File: config.mk
export PLATFORM = sky130hd
export DESIGN_NAME = uart_rx_pkt_ctrl
export DESIGN_NICKNAME = d
export VERILOG_FILES = /design/src/rtl/uart_rx_pkt_ctrl.sv
export SDC_FILE = /design/constraint.sdc
export NUM_CORES = 1
export LEC_CHECK = 0
export BUFFER_PORTS_ARGS = -buffer_cell sky130_fd_sc_hd__buf_2
export CAP_MARGIN = 10
export CORE_ASPECT_RATIO = 0.8
export CORE_UTILIZATION = 55
export DETAILED_ROUTE_END_ITERATION = 8
export PLACE_DENSITY = 0.86
export SETUP_SLACK_MARGIN = 0.5
export SLEW_MARGIN = 10
export SYNTH_ARGS = -nofsm -noshare
export SYNTH_HDL_FRONTEND = slang
export SYNTH_SLANG_ARGS = --single-unit
File: constraint.sdc
create_clock -name clk -period 2.7 [get_ports clk]
set_clock_uncertainty 0.05 [all_clocks]
set_input_delay 0.54 -clock clk [delete_from_list [all_inputs] [get_ports clk]]
set_output_delay 0.54 -clock clk [all_outputs]
set_load 0.03 [all_outputs]
File: src/rtl/uart_rx_pkt_ctrl.sv
// rtl/uart_rx_pkt_ctrl.sv - UART packet parser: sync hunt, checksum verify, buffered register-write replay
module uart_rx_pkt_ctrl #(
    parameter int MAX_LEN     = 16,
    parameter int TIMEOUT_CYC = 105600
) (
    input  logic       clk,
    input  logic       rst_n,
    input  logic       rx_d,
    input  logic [7:0] rx_rec,
    input  logic       wr_ready,
    output logic       wr_valid,
    output logic [7:0] wr_addr,
    output logic [7:0] wr_data,
    output logic       wr_last,
    output logic       busy,
    output logic       pkt_ok,
    output logic       chk_err,
    output logic       len_err,
    output logic       to_err,
    output logic       ovf_err
);
    localparam int IW = (MAX_LEN > 1) ? $clog2(MAX_LEN) : 1;
    localparam int TW = (TIMEOUT_CYC > 2) ? $clog2(TIMEOUT_CYC) : 1;
    localparam logic [TW-1:0] TO_LAST   = TW'(TIMEOUT_CYC - 1);
    localparam logic [7:0]    SYNC      = 8'hA5;
    localparam logic [7:0]    MAX_LEN_B = 8'(MAX_LEN);

    typedef enum logic [2:0] {S_HUNT, S_ADDR, S_LEN, S_PAYLOAD, S_CHK, S_DRAIN} state_t;

    state_t        state_q, state_d;
    logic [7:0]    addr_q, addr_d, len_q, len_d, idx_q, idx_d, xor_q, xor_d;
    logic [TW-1:0] cnt_q, cnt_d;
    logic          pkt_ok_q, pkt_ok_d, chk_err_q, chk_err_d, len_err_q, len_err_d;
    logic          to_err_q, to_err_d, ovf_err_q, ovf_err_d;
    logic          mem_we;
    logic          counting;
    logic [7:0]    mem_q [MAX_LEN];

    always_ff @(posedge clk or negedge rst_n) begin
        if (!rst_n) begin
            state_q   <= S_HUNT;
            addr_q    <= '0;
            len_q     <= '0;
            idx_q     <= '0;
            xor_q     <= '0;
            cnt_q     <= '0;
            pkt_ok_q  <= 1'b0;
            chk_err_q <= 1'b0;
            len_err_q <= 1'b0;
            to_err_q  <= 1'b0;
            ovf_err_q <= 1'b0;
        end else begin
            state_q   <= state_d;
            addr_q    <= addr_d;
            len_q     <= len_d;
            idx_q     <= idx_d;
            xor_q     <= xor_d;
            cnt_q     <= cnt_d;
            pkt_ok_q  <= pkt_ok_d;
            chk_err_q <= chk_err_d;
            len_err_q <= len_err_d;
            to_err_q  <= to_err_d;
            ovf_err_q <= ovf_err_d;
        end
    end

    // Payload buffer has no reset; contents are only read after being written.
    always_ff @(posedge clk) begin
        if (mem_we) mem_q[idx_q[IW-1:0]] <= rx_rec;
    end

    assign counting = (state_q == S_ADDR) || (state_q == S_LEN) ||
                      (state_q == S_PAYLOAD) || (state_q == S_CHK);

    always_comb begin
        state_d   = state_q;
        addr_d    = addr_q;
        len_d     = len_q;
        idx_d     = idx_q;
        xor_d     = xor_q;
        cnt_d     = (counting && !rx_d) ? cnt_q + 1'b1 : '0;
        pkt_ok_d  = 1'b0;
        chk_err_d = 1'b0;
        len_err_d = 1'b0;
        to_err_d  = 1'b0;
        ovf_err_d = 1'b0;
        mem_we    = 1'b0;
        case (state_q)
            S_HUNT: if (rx_d && rx_rec == SYNC) state_d = S_ADDR;
            S_ADDR: if (rx_d) begin
                addr_d  = rx_rec;
                xor_d   = rx_rec;
                state_d = S_LEN;
            end
            S_LEN: if (rx_d) begin
                if (rx_rec == 8'd0 || rx_rec > MAX_LEN_B) begin
                    len_err_d = 1'b1;
                    state_d   = S_HUNT;
                end else begin
                    len_d   = rx_rec;
                    xor_d   = xor_q ^ rx_rec;
                    idx_d   = '0;
                    state_d = S_PAYLOAD;
                end
            end
            S_PAYLOAD: if (rx_d) begin
                mem_we = 1'b1;
                xor_d  = xor_q ^ rx_rec;
                if (idx_q == len_q - 8'd1) begin
                    idx_d   = '0;
                    state_d = S_CHK;
                end else begin
                    idx_d = idx_q + 8'd1;
                end
            end
            S_CHK: if (rx_d) begin
                if (rx_rec == xor_q) begin
                    pkt_ok_d = 1'b1;
                    state_d  = S_DRAIN;
                end else begin
                    chk_err_d = 1'b1;
                    state_d   = S_HUNT;
                end
            end
            S_DRAIN: begin
                ovf_err_d = rx_d;
                if (wr_ready) begin
                    if (idx_q == len_q - 8'd1) begin
                        idx_d   = '0;
                        state_d = S_HUNT;
                    end else begin
                        idx_d = idx_q + 8'd1;
                    end
                end
            end
            default: state_d = S_HUNT;
        endcase
        // Timeout only fires on an idle terminal cycle; a byte arriving then wins.
        if (counting && !rx_d && cnt_q == TO_LAST) begin
            to_err_d = 1'b1;
            state_d  = S_HUNT;
        end
    end

    always_comb begin
        wr_valid = (state_q == S_DRAIN);
        wr_addr  = wr_valid ? addr_q + idx_q : 8'd0;
        wr_data  = wr_valid ? mem_q[idx_q[IW-1:0]] : 8'd0;
        wr_last  = wr_valid && (idx_q == len_q - 8'd1);
        busy     = (state_q != S_HUNT);
        pkt_ok   = pkt_ok_q;
        chk_err  = chk_err_q;
        len_err  = len_err_q;
        to_err   = to_err_q;
        ovf_err  = ovf_err_q;
    end
endmodule

==> results of run 1 <==
path summary, 6_finish.rpt:
check                                    endpoint  slack (ps)  cells past startpoint
hold / removal              addr_q[1]$_DFFE_PN0P_         170                      2
setup reg to reg             idx_q[4]$_DFFE_PN0P_        -770                     16
max in group asynchronous  state_q[1]$_DFFE_PN0P_        1850                      2
setup / recovery             idx_q[4]$_DFFE_PN0P_        -770                     16
min in group clk               cnt_q[0]$_DFF_PN0_         400                      1
hold reg to reg                cnt_q[0]$_DFF_PN0_         400                      1
placed cells by master, fill, tap and decap left out, types with 5 or more instances in the layout:
cell type | Yosys | final
edfxtp_1 | 128 | 128
buf_4 | 0 | 63
dfrtp_1 | 57 | 53
nor2_1 | 48 | 40
mux4_2 | 40 | 40
buf_6 | 0 | 39
xor2_1 | 24 | 24
a21oi_1 | 26 | 21
nand2_1 | 23 | 18
nand3_1 | 19 | 18
clkbuf_16 | 0 | 18
buf_2 | 3 | 16
xnor2_1 | 16 | 14
mux2_2 | 14 | 14
and2_4 | 0 | 10
o21ai_0 | 14 | 9
and2_1 | 19 | 9
inv_1 | 11 | 8
nor3_1 | 14 | 8
ha_1 | 13 | 8
nor2_4 | 0 | 7
nand2b_1 | 7 | 7
nand4_1 | 6 | 6
inv_4 | 0 | 5
a21oi_2 | 0 | 5
layer usage:
layer | GRT usage | routed length, µm | vias to the layer above
li1 | - | - | 2381
met1 | 0.414 | 8760 | 2937
met4 | 0.159 | 1250 | 0
met3 | 0.0882 | 3060 | 131
met2 | 0.519 | 12000 | 542
met5 | 0 | 0 | -
kinds of logic after synthesis:
family                     count (synthesis)
muxes                                     54
and+or+nand+nor                          164
adders and majority gates                 14
AOI/OAI and AO/OA                         69
DFF                                      185
xor gates and xnor gates                  40
buffers and inverters                     38
flip-flops by register name, indices dropped and copies added (netlist names):
| register | cells |
|---|---|
| state_q | 3 |
| addr_q | 8 |
| len_q | 8 |
| to_err | 1 |
| len_err | 1 |
| cnt_q | 17 |
| pkt_ok | 1 |
| xor_q | 8 |
| idx_q | 8 |
| ovf_err | 1 |
| mem_q | 128 |
| chk_err | 1 |
per-stage QoR:
stage	setup WS (ps)	hold WS [ps]	power, µW
2_1_floorplan	3.53	194	5200
3_3_place_gp	33.1	385	5670
3_5_place_dp	-63.6	398	5790
4_1_cts	-475	223	8660
5_1_grt	-912	250	9400
6_report	-767	174	9120
worst max-delay path: cells and delay by family (launching register included):
kind	cells	cell delay (ps)
AOI/OAI and AO/OA	4	860
adders and majority gates	1	180
buffers and inverters	9	1150
DFF	1	450
and+or+nand+nor	2	610
timing repair:
action                                  4_1_cts  5_1_grt
gates cloned                                  3        0
pin swaps                                    31       22
buffers inserted                             30        7
gates resized for setup                      80       43
endpoints found under the setup margin       29       65
report_power, final:
group	internal, µW	switching [µW]	leakage [µW]	total (µW)
Clock	1320	1110	0.000277	2430
Combinational	1580	1620	0.00170	3200
Sequential	3260	230	0.00190	3490
Total	6160	2960	0.00387	9120
final cells by class:
| cell class | count | area (µm²) |
|---|---|---|
| flip-flops and latches | 185 | 5280 |
| clock inverters | 8 | 56.3 |
| inverters | 11 | 50.0 |
| fillers | 789 | 3980 |
| clock buffers | 24 | 504 |
| well taps | 184 | 230 |
| multi-input cells | 341 | 3250 |
| repair buffers | 124 | 1130 |
| diodes | 2 | 5.00 |
==> results by group, run 1 <==
Timing
  – Setup TNS: -11,800 ps
  – Final Hold Fails: 0
  – Fin crit period: 3470 ps
  – Period utilization: 1.28
  – Final setup viols: 24
  – Final setup margin: -767 ps
  – Max-slew violation count: 0
  – Worst-Margin Slew: 767 ps
  – Slew margin rel.: 0.475
  – Max Clock Freq: 0.288 GHz
  – Unrepaired setup endpoints after global routing: true

Logic synthesis
  – Register area share after synthesis: 0.635
  – Synth Area in XOR/XNOR: 0.0422
  – Ys flop type: edfxtp_1
  – Simple-gate area share of the yosys netlist: 0.102
  – Post-synth top cells: 128 x edfxtp_1, 57 x dfrtp_1, 48 x nor2_1
  – Mapped cell area: 8300 µm²
  – Cells after synthesis: 564
  – Synth Area in Compound Gates: 0.0545
  – Post-Syn Area per Cell: 14.7 µm²
  – Area contributors post-synth: edfxtp_1 46%, dfrtp_1 17%, mux4_2 11%, xor2_1 2.5%, nor2_1 2.2%
  – Mux cell area share after synthesis: 0.127
  – Leading area contributor after synthesis: edfxtp_1
  – EDFF count, synth: 128
  – Adder-Cell Fraction of Synth Area: 0.0220
  – Mapped Nets: 590
  – FFs w/ async S/R, synth: 0.308
  – Count of cell types in the netlist: 51
  – Ys Warns: 0
  – Count leader, synth: edfxtp_1
  – Flops & latches, synth: 185
  – Post-synth top area share: 0.463
  – Largest family of logic cells by synthesized area: multiplexers

Final layout
  – Area Overhead vs Synth: 26.5%
  – Final Cell Area: 10,500 µm²
  – Nets: 706
  – Finished Layout Cells: 879
  – Fin util: 0.725
  – Layout cells sized above 1: 0.413

Critical path
  – Most used cell, CP: buf_6
  – Max stage delay on crit path: 450 ps
  – Peak fanout along the critical path: 8
  – Critical-path top delay cell: dfrtp_1
  – Launching point of the worst reg2reg path: len_q[0]$_DFFE_PN0P_
  – Startpoint types: flop
  – Critical Path RT: 2940 ps
  – WS Path Type: flop to flop
  – CP Capture Type: flop
  – Critical path startpoint: len_q[0]$_DFFE_PN0P_
  – CP cell instances: inv_1 -> ha_2 -> or3b_4 -> a211oi_2 -> nand4_1 -> buf_4 -> buf_6 -> buf_6 -> buf_6 -> buf_6 -> buf_6 -> buf_6 -> o41ai_4 -> buf_6 -> o21ai_1 -> a22o_1
  – Critical path data arrival time: 3700 ps

Floorplan
  – Site row count: 39
  – Core area: 14,500 µm²
  – Die Y-Extent: 112 µm
  – Die Area: 15,600 µm²
  – Io pins: 36
  – Die Wd: 139 µm
  – Initial Util: 0.573

Global route
  – GRT Util Overall: 0.324
  – First-pass GRT wire length: 36,400 µm
  – Largest net degree at the start of global routing: 58
  – Antenna violations before repair: 2
  – GR Overflow Total: 0
  – Vias in the first global route: 6,054

Route
  – Drt first pass iters: 8
  – DRC: 0
  – ANT nets after route: 0
  – Via count: 5,991
  – Final wirelength: 25,000 µm
  – Vias per cell: 6.82
  – Starting DRT DRC Count: 877
  – WL/cell: 28.5 µm

Power and ir drop
  – LEAKAGE: 0.00387 µW
  – PD cells: 868 nW/µm²
  – Worst VDD drop: 601 µV

Placement
  – Placer Congestion: 0.842
  – Port Buffer Count: 35
  – Placed cell areas: 9120 µm²
  – Placed Cells: 805
  – Hpwl dp: 13,000 µm

Min path
  – Hold crit path type: primary input to asynchronous set/reset pin

Clock tree
  – Clk buf depth: 2
  – Num Clock Sinks: 185
  – H-tree Lvls: 4
  – Root Driver: clkbuf_16
  – CTS Buf Count: 17
  – Reg clk slew, reported paths: 70 ps
  – Skew-Pair Late Insertion Delay: 430 ps
  – Post-CTS Hold Buffers: 0
  – TritonCTS clock tree: done

Job
  – Max-cap check violation count: 0

Status
  – Status: finished with violations
  – Failing checks: setup timing
Note: power is estimated with default switching activity, not from simulation.
==> inputs of run 2 (changes only) <==
--- a/config.mk
+++ b/config.mk
@@ -11,6 +11,7 @@
 export CORE_UTILIZATION = 55
 export DETAILED_ROUTE_END_ITERATION = 8
 export PLACE_DENSITY = 0.86
+export RECOVER_POWER = 100
 export SETUP_SLACK_MARGIN = 0.5
 export SLEW_MARGIN = 10
 export SYNTH_ARGS = -nofsm -noshare
==> run 2 against run 1 <==
Compared with the run above:
- the flow still finishes with violations (setup timing)
- die area unchanged
- global-route usage unchanged
- worst hold slack gained 230 ps
- sequential cell count did not move
- combinational power fell by 1%
- critical path type unchanged
- largest power group unchanged
==> results by group, run 2 (synthesis gave the netlist of run 1 again) <==
Status
  – Status: finished with violations
  – Failing checks: setup timing

Placement
  – Placer Congestion: 0.842
  – Hpwl dp: 13,000 µm
  – Placed cell areas: 9120 µm²
  – Port Buffer Count: 35
  – Placed Cells: 805

Final layout
  – Commonest non-fill, non-tap cell in the layout: edfxtp_1
  – Max reg flops: 128
  – Area Overhead vs Synth: 25.7%
  – Finished Layout Cells: 879
  – Final Cell Area: 10,400 µm²
  – Most frequent cells in the layout: 128 x edfxtp_1, 54 x buf_4, 53 x dfrtp_1
  – Nets: 706
  – Layout cells sized above 1: 0.378

Min path
  – Hold crit path type: flop to flop
  – Worst hold path cell count: 1
  – Worst Hold Endpoint: cnt_q[0]$_DFF_PN0_
  – Hold wc startpoint: cnt_q[0]$_DFF_PN0_

Clock tree
  – Num Clock Sinks: 185
  – Skew-Pair Late Insertion Delay: 430 ps
  – Reg clk slew, reported paths: 70 ps
  – H-tree Lvls: 4
  – Root Driver: clkbuf_16
  – Clk buf depth: 2
  – TritonCTS clock tree: done
  – CTS Buf Count: 17
  – Post-CTS Hold Buffers: 0

Critical path
  – Critical path data arrival time: 3690 ps
  – Critical-path top delay cell: dfrtp_1
  – WS Path Type: flop to flop
  – Reg2reg end: idx_q[4]$_DFFE_PN0P_
  – CP cell instances: inv_1 -> ha_2 -> or3b_4 -> a211oi_2 -> nand4_1 -> buf_4 -> buf_6 -> buf_6 -> buf_6 -> buf_6 -> buf_6 -> buf_6 -> o41ai_4 -> buf_6 -> o21ai_1 -> a22o_1
  – WP buf/inv: 9
  – Critical Path RT: 2930 ps
  – Critical path startpoint: len_q[0]$_DFFE_PN0P_
  – Launching point of the worst reg2reg path: len_q[0]$_DFFE_PN0P_
  – Max stage delay on crit path: 450 ps
  – Cell family with most CP delay: buffers and inverters
  – R2R setup slack: -760 ps
  – Most used cell, CP: buf_6
  – Peak fanout along the critical path: 8
  – CP Capture Type: flop
  – Reg2reg path depth: 16
  – Startpoint types: flop

Power and ir drop
  – LEAKAGE: 0.00379 µW
  – Power Total: 9070 µW
  – PD cells: 869 nW/µm²
  – Worst VDD drop: 596 µV

Route
  – Met3 WL post-DR: 2800 µm
  – Via count: 5,942
  – Drt first pass iters: 6
  – ANT nets after route: 0
  – Final wirelength: 25,000 µm
  – Vias per cell: 6.76
  – WL/cell: 28.5 µm
  – DRC: 0
  – Met2 routed WL: 11,900 µm
  – Starting DRT DRC Count: 918
  – Highest metal used: met5
  – M1 WL: 9010 µm

Floorplan
  – Die Wd: 139 µm
  – Io pins: 36
  – Core area: 14,500 µm²
  – Die Y-Extent: 112 µm
  – Site row count: 39
  – Die Area: 15,600 µm²
  – Initial Util: 0.573

Global route
  – Vias in the first global route: 6,054
  – GRT Util Overall: 0.324
  – Antenna violations before repair: 2
  – Largest net degree at the start of global routing: 58
  – GR Overflow Total: 0
  – First-pass GRT wire length: 36,400 µm

Timing
  – Final Hold Fails: 0
  – Unrepaired setup endpoints after global routing: true
  – Fin crit period: 3460 ps
  – Period utilization: 1.28
  – Max-slew violation count: 0
  – Worst-Margin Slew: 1480 ps
  – Max Clock Freq: 0.289 GHz
  – Setup TNS: -11,630 ps
  – Final setup viols: 24
  – Final setup margin: -762 ps
  – Min Hold Slack: 402 ps
  – Slew margin rel.: 0.0154

Job
  – Max-cap check violation count: 0
-- run 2: cell count changes in the layout (fill, tap and decap cells not counted), sizes merged --
cell | before | now
buf | 124 | 101
clkbuf | 24 | 47
-- run 2: where the power goes --
| part | leakage, µW | switching (µW) | internal, µW | total, µW |
|---|---|---|---|---|
| Clock | 0.000277 | 1100 | 1320 | 2420 |
| Sequential | 0.00190 | 227 | 3260 | 3490 |
| Combinational | 0.00162 | 1610 | 1550 | 3160 |
| Total | 0.00379 | 2940 | 6130 | 9070 |
-- run 2: repair_timing --
action / CTS / global route
hold endpoints to repair: 0 / 0
setup buffers: 30 / 7
pin swaps: 31 / 22
cloned: 3 / 0
endpoints found under the setup margin: 29 / 65
gates resized for setup: 80 / 43
-- run 2: how the worst max path moves through the flow --
stage	end	slack [ps]	cells after the start
after floorplan	wr_last	4	7
after CTS	wr_addr[6]	-470	9
after detailed placement	wr_last	-60	8
after global routing	idx_q[4]$_DFFE_PN0P_	-910	16
after global placement	wr_last	30	8
final	idx_q[4]$_DFFE_PN0P_	-760	16
-- run 2: layout make-up --
type,count,area (µm²)
Multi-Input combinational cell,341,3240
Timing Repair Buffer,124,1080
Sequential cell,185,5280
Clock buffer,24,504
Fill cell,807,4050
Inverter,11,47.5
Clock inverter,8,56.3
Antenna cell,2,5.00
Tap cell,184,230
-- run 2: per-layer routing --
| layer | GRT usage | up-vias |
|---|---|---|
| met5 | 0 | - |
| met4 | 0.159 | 2 |
| met3 | 0.0882 | 127 |
| met2 | 0.519 | 494 |
| met1 | 0.414 | 2952 |
| li1 | - | 2367 |
-- run 2: stage by stage --
step,setup slack (ps),util
after floorplan,3.53,-
after global placement,33.1,0.629
after detailed placement,-63.6,0.629
after CTS,-475,0.709
after global routing,-912,0.720
final,-762,0.720
